## src/rtl/serial_subtractor.sv

```systemverilog
// Bit-serial two's-complement subtractor: diff = a - b over WIDTH clocks, LSB first,
// with a start/busy/done handshake and held result/borrow/overflow flags.
module serial_subtractor #(
  parameter int unsigned WIDTH = 8
) (
  input  logic             clk,
  input  logic             rst_n,
  input  logic             start,
  input  logic [WIDTH-1:0] a,
  input  logic [WIDTH-1:0] b,
  output logic             busy,
  output logic             done,
  output logic [WIDTH-1:0] diff,
  output logic             borrow_out,
  output logic             ovf
);

  localparam int unsigned CNT_W = $clog2(WIDTH) + 1;

  typedef enum logic [1:0] {
    IDLE  = 2'd0,
    SHIFT = 2'd1,
    DONE  = 2'd2
  } state_t;

  state_t             state, state_n;
  logic [WIDTH-1:0]   a_sr, b_sr, res_sr;
  logic               brw;
  logic [CNT_W-1:0]   cnt;
  logic               a_sign, b_sign;

  logic               d_c;
  logic               brw_n_c;
  logic               last_c;
  logic [WIDTH-1:0]   res_n_c;

  // Full-subtractor cell on the current LSBs
  assign d_c     = a_sr[0] ^ b_sr[0] ^ brw;
  assign brw_n_c = (~a_sr[0] & b_sr[0]) | (~(a_sr[0] ^ b_sr[0]) & brw);
  assign res_n_c = {d_c, res_sr[WIDTH-1:1]};
  assign last_c  = (cnt == CNT_W'(WIDTH - 1));

  // State register
  always_ff @(posedge clk or negedge rst_n) begin
    if (!rst_n) begin
      state <= IDLE;
    end else begin
      state <= state_n;
    end
  end

  // Next-state logic
  always_comb begin
    state_n = state;
    case (state)
      IDLE:    if (start) state_n = SHIFT;
      SHIFT:   if (last_c) state_n = DONE;
      DONE:    state_n = IDLE;
      default: state_n = IDLE;
    endcase
  end

  // Datapath and registered outputs
  always_ff @(posedge clk or negedge rst_n) begin
    if (!rst_n) begin
      a_sr       <= '0;
      b_sr       <= '0;
      res_sr     <= '0;
      brw        <= 1'b0;
      cnt        <= '0;
      a_sign     <= 1'b0;
      b_sign     <= 1'b0;
      diff       <= '0;
      borrow_out <= 1'b0;
      ovf        <= 1'b0;
      busy       <= 1'b0;
      done       <= 1'b0;
    end else begin
      busy <= (state_n == SHIFT);
      done <= (state_n == DONE);
      case (state)
        IDLE: begin
          if (start) begin
            a_sr   <= a;
            b_sr   <= b;
            res_sr <= '0;
            brw    <= 1'b0;
            cnt    <= '0;
            a_sign <= a[WIDTH-1];
            b_sign <= b[WIDTH-1];
          end
        end
        SHIFT: begin
          res_sr <= res_n_c;
          a_sr   <= a_sr >> 1;
          b_sr   <= b_sr >> 1;
          brw    <= brw_n_c;
          if (last_c) begin
            // Counter clears on the final bit so it can never drive an extra shift
            cnt        <= '0;
            diff       <= res_n_c;
            borrow_out <= brw_n_c;
            ovf        <= (a_sign != b_sign) && (res_n_c[WIDTH-1] != a_sign);
          end else begin
            cnt <= cnt + CNT_W'(1);
          end
        end
        default: begin
          cnt <= '0;
        end
      endcase
    end
  end

endmodule
```

## config.mk

```make
export PLATFORM = sky130hd
export DESIGN_NAME = serial_subtractor
export DESIGN_NICKNAME = d
export VERILOG_FILES = /design/src/rtl/serial_subtractor.sv
export SDC_FILE = /design/constraint.sdc
export NUM_CORES = 1
export LEC_CHECK = 0
export ABC_AREA = 0
export CAP_MARGIN = 20
export CORE_MARGIN = 4
export CORE_UTILIZATION = 56
export DETAILED_ROUTE_END_ITERATION = 8
export PLACE_DENSITY = 0.83
export SLEW_MARGIN = 20
export SYNTH_ARGS = -nofsm -noshare
export SYNTH_HDL_FRONTEND = slang
export SYNTH_SLANG_ARGS = --single-unit
```

## constraint.sdc

```tcl
create_clock -name clk -period 3.1 [get_ports clk]
set_input_delay 0.62 -clock clk [delete_from_list [all_inputs] [get_ports clk]]
set_output_delay 0.62 -clock clk [all_outputs]
set_load 0.1 [all_outputs]
```

==> results of run 1 <==
worst max-delay path, cell delays in order (launching register included):
cell and delay, ns:
dfrtp_1 1.00, nand2b_2 0.28, nor2_8 0.25, mux2_2 0.36
cell usage after synthesis (all sizes together) (2+ instances only):
| master | instances |
|---|---|
| nand2b | 3 |
| nand2 | 19 |
| a22o | 8 |
| buf | 6 |
| a22oi | 15 |
| mux2 | 11 |
| nand3b | 3 |
| nor2b | 2 |
| inv | 4 |
| dfrtp | 44 |
| clkbuf | 3 |
| o21ai | 18 |
| a21oi | 6 |
| nor2 | 6 |
flip-flops by register name, summed over array words and instances, names as in the netlist:
signal and count:
state 2, b_sign 1, res_sr 7, diff 8, brw 1, b_sr 8
a_sign 1, done 1, borrow_out 1, ovf 1, a_sr 8, cnt 4
busy 1
per-stage QoR:
stage	util [%]	instances	setup WS, ns
after floorplan	-	157	1.585
after global placement	68.48	223	1.142
after detailed placement	68.48	223	1.077
after CTS	70.08	230	1.072
after global routing	70.08	230	0.9654
final	70.08	230	1.086
final cells by class:
cell class / instances / area [um2] / area share (%)
Inverter: 4 / 15.01 / 0.6849
Multi-Input combinational cell: 100 / 698.2 / 31.85
Clock buffer: 5 / 37.54 / 1.712
Clock inverter: 2 / 12.51 / 0.5708
Sequential cell: 44 / 1101 / 50.23
Tap cell: 44 / 55.05 / 2.511
Timing Repair Buffer: 31 / 272.8 / 12.44
metal layers:
metal	global-route usage, %	share of wire, %	vias to the layer above
li1	-	-	616
met1	26.70	42	665
met2	30.54	52	51
met3	4.103	5.7	6
met4	8.549	1.1	0
met5	0	0	-
path summary, 6_finish.rpt:
check                                 endpoint  slack [ns]  cells past startpoint
max                        diff[7]$_DFFE_PN0P_        1.09                      3
min                             busy$_DFF_PN0_        0.39                      1
max reg2reg                diff[7]$_DFFE_PN0P_        1.09                      3
min reg2reg                b_sr[0]$_DFFE_PN0P_        0.50                      2
max in group asynchronous  a_sr[0]$_DFFE_PN0P_        2.13                      1
min in group clk           b_sr[0]$_DFFE_PN0P_        0.50                      2
power by group:
part	switching, mW	leakage [nW]	internal, mW
Combinational	0.766	0.395	0.394
Clock	0.177	0.0271	0.0829
Sequential	0.203	0.565	0.809
Total	1.15	0.987	1.29
kinds of logic after synthesis:
logic type / count (synthesis)
AOI/OAI and AO/OA: 51
DFF: 44
and+or+nand+nor: 36
buffers and inverters: 13
muxes: 11
adders and majority gates: 2
==> results.md, run 1 <==
* Post-Syn Area at 1864 um2
* Leakage at 0.9870 nW
* Min-delay worst type: in2async
* PostCTS Resize Cnt at 0
* Worst slew pin tran at 0.9747 ns
* Total Power at 2.431 mW
* Vias/cell at 5.817
* Effective utilization at floorplan at 59.60%
* # hold bufs at CTS at 0
* Max IR drop VDD at 0.0006158 V
* Largest net degree at the start of global routing at 45
* CP Capture Type: register
* RR Startpoint: state[0]$_DFF_PN0_
* Drt pass-1 iters at 5
* Antenna violations before repair at 0
* Maximum clock path buffer count at 2
* ANT nets after route at 0
* RSZ-0062 raised after global routing: no
* WP data arrival at 2.26 ns
* Worst-path fanout max at 28
* Total CTS buffers at 5
* Post-DP HPWL at 2.534 mm
* YS warnings at 0
* GPL Wtd Cong at 0.7581
* CTS sink cnt at 44
* Setup bufs post-CTS at 0
* Full die area at 4316 um2
* Final Hold Fails at 0
* Final Critical Period at 2.014 ns
* Max Cap Violations at 0
* IO Port Bufs at 30
* Root buf cell: clkbuf_4
* Seq cells post-synth at 44
* Layout area overhead at 17.58%
* Synth Area in Compound Gates at 18.12%
* Hold_ws at 0.3905 ns
* Chip height at 65.70 um
* Count of cell types in the netlist at 30
* Via count at 1338
* Synthesized Nets at 178
* Mux contribution to synthesized area at 6.644%
* IO Pins at 31
* Vias in the first global route at 1399
* Area share of the largest cell type after synthesis at 59.06%
* Final Instance Area at 2192 um2
* Number of diodes at 0
* Final period util at 64.96%
* Rows at 20
* Adder-Cell Fraction of Synth Area at 1.745%
* Max Freq at 496.6 MHz
* Setup tns final at 0 ns
* Commonest non-fill, non-tap cell in the layout: dfrtp_1
* Cell taking the most area after synthesis: dfrtp_1
* DIE WIDTH at 65.70 um
* Worst-path clk slew at 0.13 ns
* Crit path from: state[0]$_DFF_PN0_
* Syn Area/Cell at 11.87 um2
* Critical Path RT at 3.35 ns
* DRT iter0 DRCs at 101
* CTS tree: done
* First-pass GRT wire length at 6.410 mm
* # DRC at 0
* Clock Latency Late Sink at 0.35 ns
* Placed cell area at 2142 um2
* XOR/XNOR share of the synthesized area at 0%
* Max-slew headroom at 35.02%
* Gr usage total at 19.69%
* Number of synthesized flops with an enable pin at 0
* Cells after synthesis at 157
* Final Slew Violations at 0
* Status: finished clean
* Seq/Total Area, Yosys at 59.06%
* Post-Synth Simple-Gate Area at 10.94%
* Total gr overflow at 0
* Htree depth at 2
* Pwr/cell area at 1109 nW/um2
* # nets final at 207
* Most frequent cells in the layout: 44 x dfrtp_1, 19 x nand2_1, 17 x clkdlybuf4s50_1, 15 x a22oi_1, 13 x buf_4
* Synth area leaders: dfrtp_1 59%, mux2_2 6.6%, a22oi_1 6.0%
* Endpoints failing setup at 0
* Crit Path Category: reg2reg
* Fill count at 251
* Fraction of layout cells with a size suffix above 1 at 19.89%
* WL per Instance at 15.68 um
* Core footprint at 3128 um2
* WL final at 3.607 mm
* Asr flop ratio synth at 100.0%
* Fin Clk Skew at 0.01029 ns
* Startpoint Class: register
* Largest family of logic cells by synthesized area: compound AO/OA/AOI/OAI gates
* Main synth FF type: dfrtp_1
No activity file was read; power rests on OpenSTA's default activity.
==> run 2: changes to the inputs <==
--- a/config.mk
+++ b/config.mk
@@ -8,9 +8,9 @@
 export ABC_AREA = 0
 export CAP_MARGIN = 20
 export CORE_MARGIN = 4
-export CORE_UTILIZATION = 56
+export CORE_UTILIZATION = 47
 export DETAILED_ROUTE_END_ITERATION = 8
-export PLACE_DENSITY = 0.83
+export PLACE_DENSITY = 0.75
 export SLEW_MARGIN = 20
 export SYNTH_ARGS = -nofsm -noshare
 export SYNTH_HDL_FRONTEND = slang
==> constraint.sdc (replaced) <==
create_clock -name clk -period 1.6 [get_ports clk]
set_input_delay 0.32 -clock clk [delete_from_list [all_inputs] [get_ports clk]]
set_output_delay 0.32 -clock clk [all_outputs]
set_load 0.1 [all_outputs]
==> run 2 against run 1 <==
  * Fmax up 29%
  * Cell count up 7.8%
  * Via count up 0.52%
  * Clock power rose to 3.4 times the previous value
  * Count of clock-buffer cells in the layout up 1
  * Critical endpoint is now ovf$_DFFE_PN0P_
==> results.md, run 2 (synthesis results as in run 1) <==
* Core footprint at 3744 um2 (+20%)
* Final Slew Violations at 0 (unchanged)
* Clock Latency Late Sink at 0.30 ns (-0.05 ns)
* Crit path from: brw$_DFFE_PN0P_
* Startpoint Class: register
* Root buf cell: clkbuf_8
* IO Pins at 31 (unchanged)
* WP data arrival at 1.74 ns (-0.52 ns)
* Chip height at 70.98 um (+8.0%)
* Setup tns final at 0 ns (unchanged)
* Most frequent cells in the layout: 44 x dfrtp_1, 19 x nand2_1, 17 x clkdlybuf4s50_1, 15 x a22oi_1, 13 x buf_12
* Status: finished clean
* First-pass GRT wire length at 6.375 mm (-0.55%)
* Hold_sp: b_sr[1]$_DFFE_PN0P_
* GPL Wtd Cong at 0.7690 (+1.4%)
* Layout Utilization at 67.95% (-2.1 points)
* Setup bufs post-CTS at 0 (unchanged)
* Htree depth at 2 (unchanged)
* Final period util at 97.27% (+32 points)
* ANT nets after route at 0 (unchanged)
* IO Port Bufs at 30 (unchanged)
* Fill count at 277 (+10%)
* Placed cell area at 2400 um2 (+12%)
* Leakage at 1.136 nW (+15%)
* Max Freq at 642.5 MHz (+29%)
* Critical Path RT at 1.78 ns (-1.57 ns)
* Number of diodes at 0 (unchanged)
* WL per Instance at 14.96 um (-4.6%)
* Rows at 22 (+10%)
* Worst slew pin tran at 0.4743 ns (-0.5005 ns)
* Total gr overflow at 0 (unchanged)
* Via count at 1345 (+0.52%)
* Worst-path clk slew at 0.08 ns (-0.05 ns)
* Vias in the first global route at 1348 (-3.6%)
* Drt pass-1 iters at 4 (-1)
* CP Capture Type: register
* Antenna violations before repair at 0 (unchanged)
* Layout area overhead at 36.44%
* Max Cap Violations at 0 (unchanged)
* Vias/cell at 5.423 (-6.8%)
* CTS sink cnt at 44 (unchanged)
* Crit Path Category: reg2reg
* Worst R2R Setup Slack at 0.04 ns (-1.04 ns)
* Total CTS buffers at 5 (unchanged)
* Commonest non-fill, non-tap cell in the layout: dfrtp_1
* Max-slew headroom at 68.38% (+33 points)
* # DRC at 0 (unchanged)
* CTS tree: done
* Post-Place Setup Slack at -0.05645 ns (-1.133 ns)
* Effective utilization at floorplan at 49.80% (-9.8 points)
* Endpoints failing setup at 0 (unchanged)
* Fin Clk Skew at 0.01033 ns (+0.00003990 ns)
* Final WS setup at 0.04364 ns (-1.043 ns)
* Min-delay worst type: reg2reg
* Post-DP HPWL at 2.690 mm (+6.1%)
* Full die area at 5038 um2 (+17%)
* Fraction of layout cells with a size suffix above 1 at 27.00% (+7.1 points)
* DIE WIDTH at 70.98 um (+8.0%)
* Final Instance Area at 2544 um2 (+16%)
* WL final at 3.710 mm (+2.9%)
* Largest net degree at the start of global routing at 23 (-49%)
* RR Startpoint: brw$_DFFE_PN0P_
* DRT iter0 DRCs at 98 (-3.0%)
* # nets final at 220 (+6.3%)
* Hold_ws at 0.4865 ns (+0.09605 ns)
* Max IR drop VDD at 0.0009097 V (+48%)
* Pwr/cell area at 2221 nW/um2 (+100%)
* Maximum clock path buffer count at 2 (unchanged)
* Top Registers: a_sr x8, b_sr x8, diff x8
* Gr usage total at 15.84% (-3.9 points)
* Worst-path fanout max at 3 (-89%)
* Final Critical Period at 1.556 ns (-0.4573 ns)
* Final Hold Fails at 0 (unchanged)
==> run 2: routing by layer <==
metal | GRT usage, % | up-vias | routed length, um
li1 | - | 645 | -
met1 | 21.41 | 657 | 1669
met2 | 24.51 | 39 | 1789
met3 | 3.977 | 4 | 195
met4 | 6.263 | 0 | 56
met5 | 0 | - | 0
==> run 2: worst paths after layout <==
check	end	cells after the start
max in group asynchronous	a_sr[7]$_DFFE_PN0P_	3
max	ovf$_DFFE_PN0P_	5
max reg2reg	ovf$_DFFE_PN0P_	5
min reg2reg	b_sr[1]$_DFFE_PN0P_	2
min in group asynchronous	diff[0]$_DFFE_PN0P_	2
min	b_sr[1]$_DFFE_PN0P_	2
==> run 2: power by group <==
group	internal (mW)	switching, mW
sequential	1.57	0.384
combinational	1.20	1.60
clock	0.511	0.380
total	3.29	2.36
==> run 2: critical path, stage by stage (launching register included) <==
cell and delay (ns):
dfrtp_1 0.37, inv_2 0.04, fa_1 0.58, nand2b_1 0.14, o21ai_2 0.06, mux2_4 0.26
==> run 2: timing repair <==
action,in CTS,in global routing
resized for setup,0,6
endpoints found under the hold margin,20,0
hold buffers,1,0
endpoints found under the setup margin,0,16
==> run 2: final cells by class <==
type,count,area [um2],share of cell area (%)
multi-input cells,100,710.7,27.94
clock buffers,6,82.58,3.246
inverters,4,15.01,0.5903
clock inverters,2,38.79,1.525
flip-flops and latches,44,1101,43.29
well taps,48,60.06,2.361
repair buffers,44,535.5,21.05
==> run 2: through the flow <==
stage                     total power [mW]  instances
final                                5.650        248
after global routing                 5.962        248
after CTS                            5.631        248
after detailed placement             4.729        239
after global placement               4.627        239
after floorplan                      3.702        157
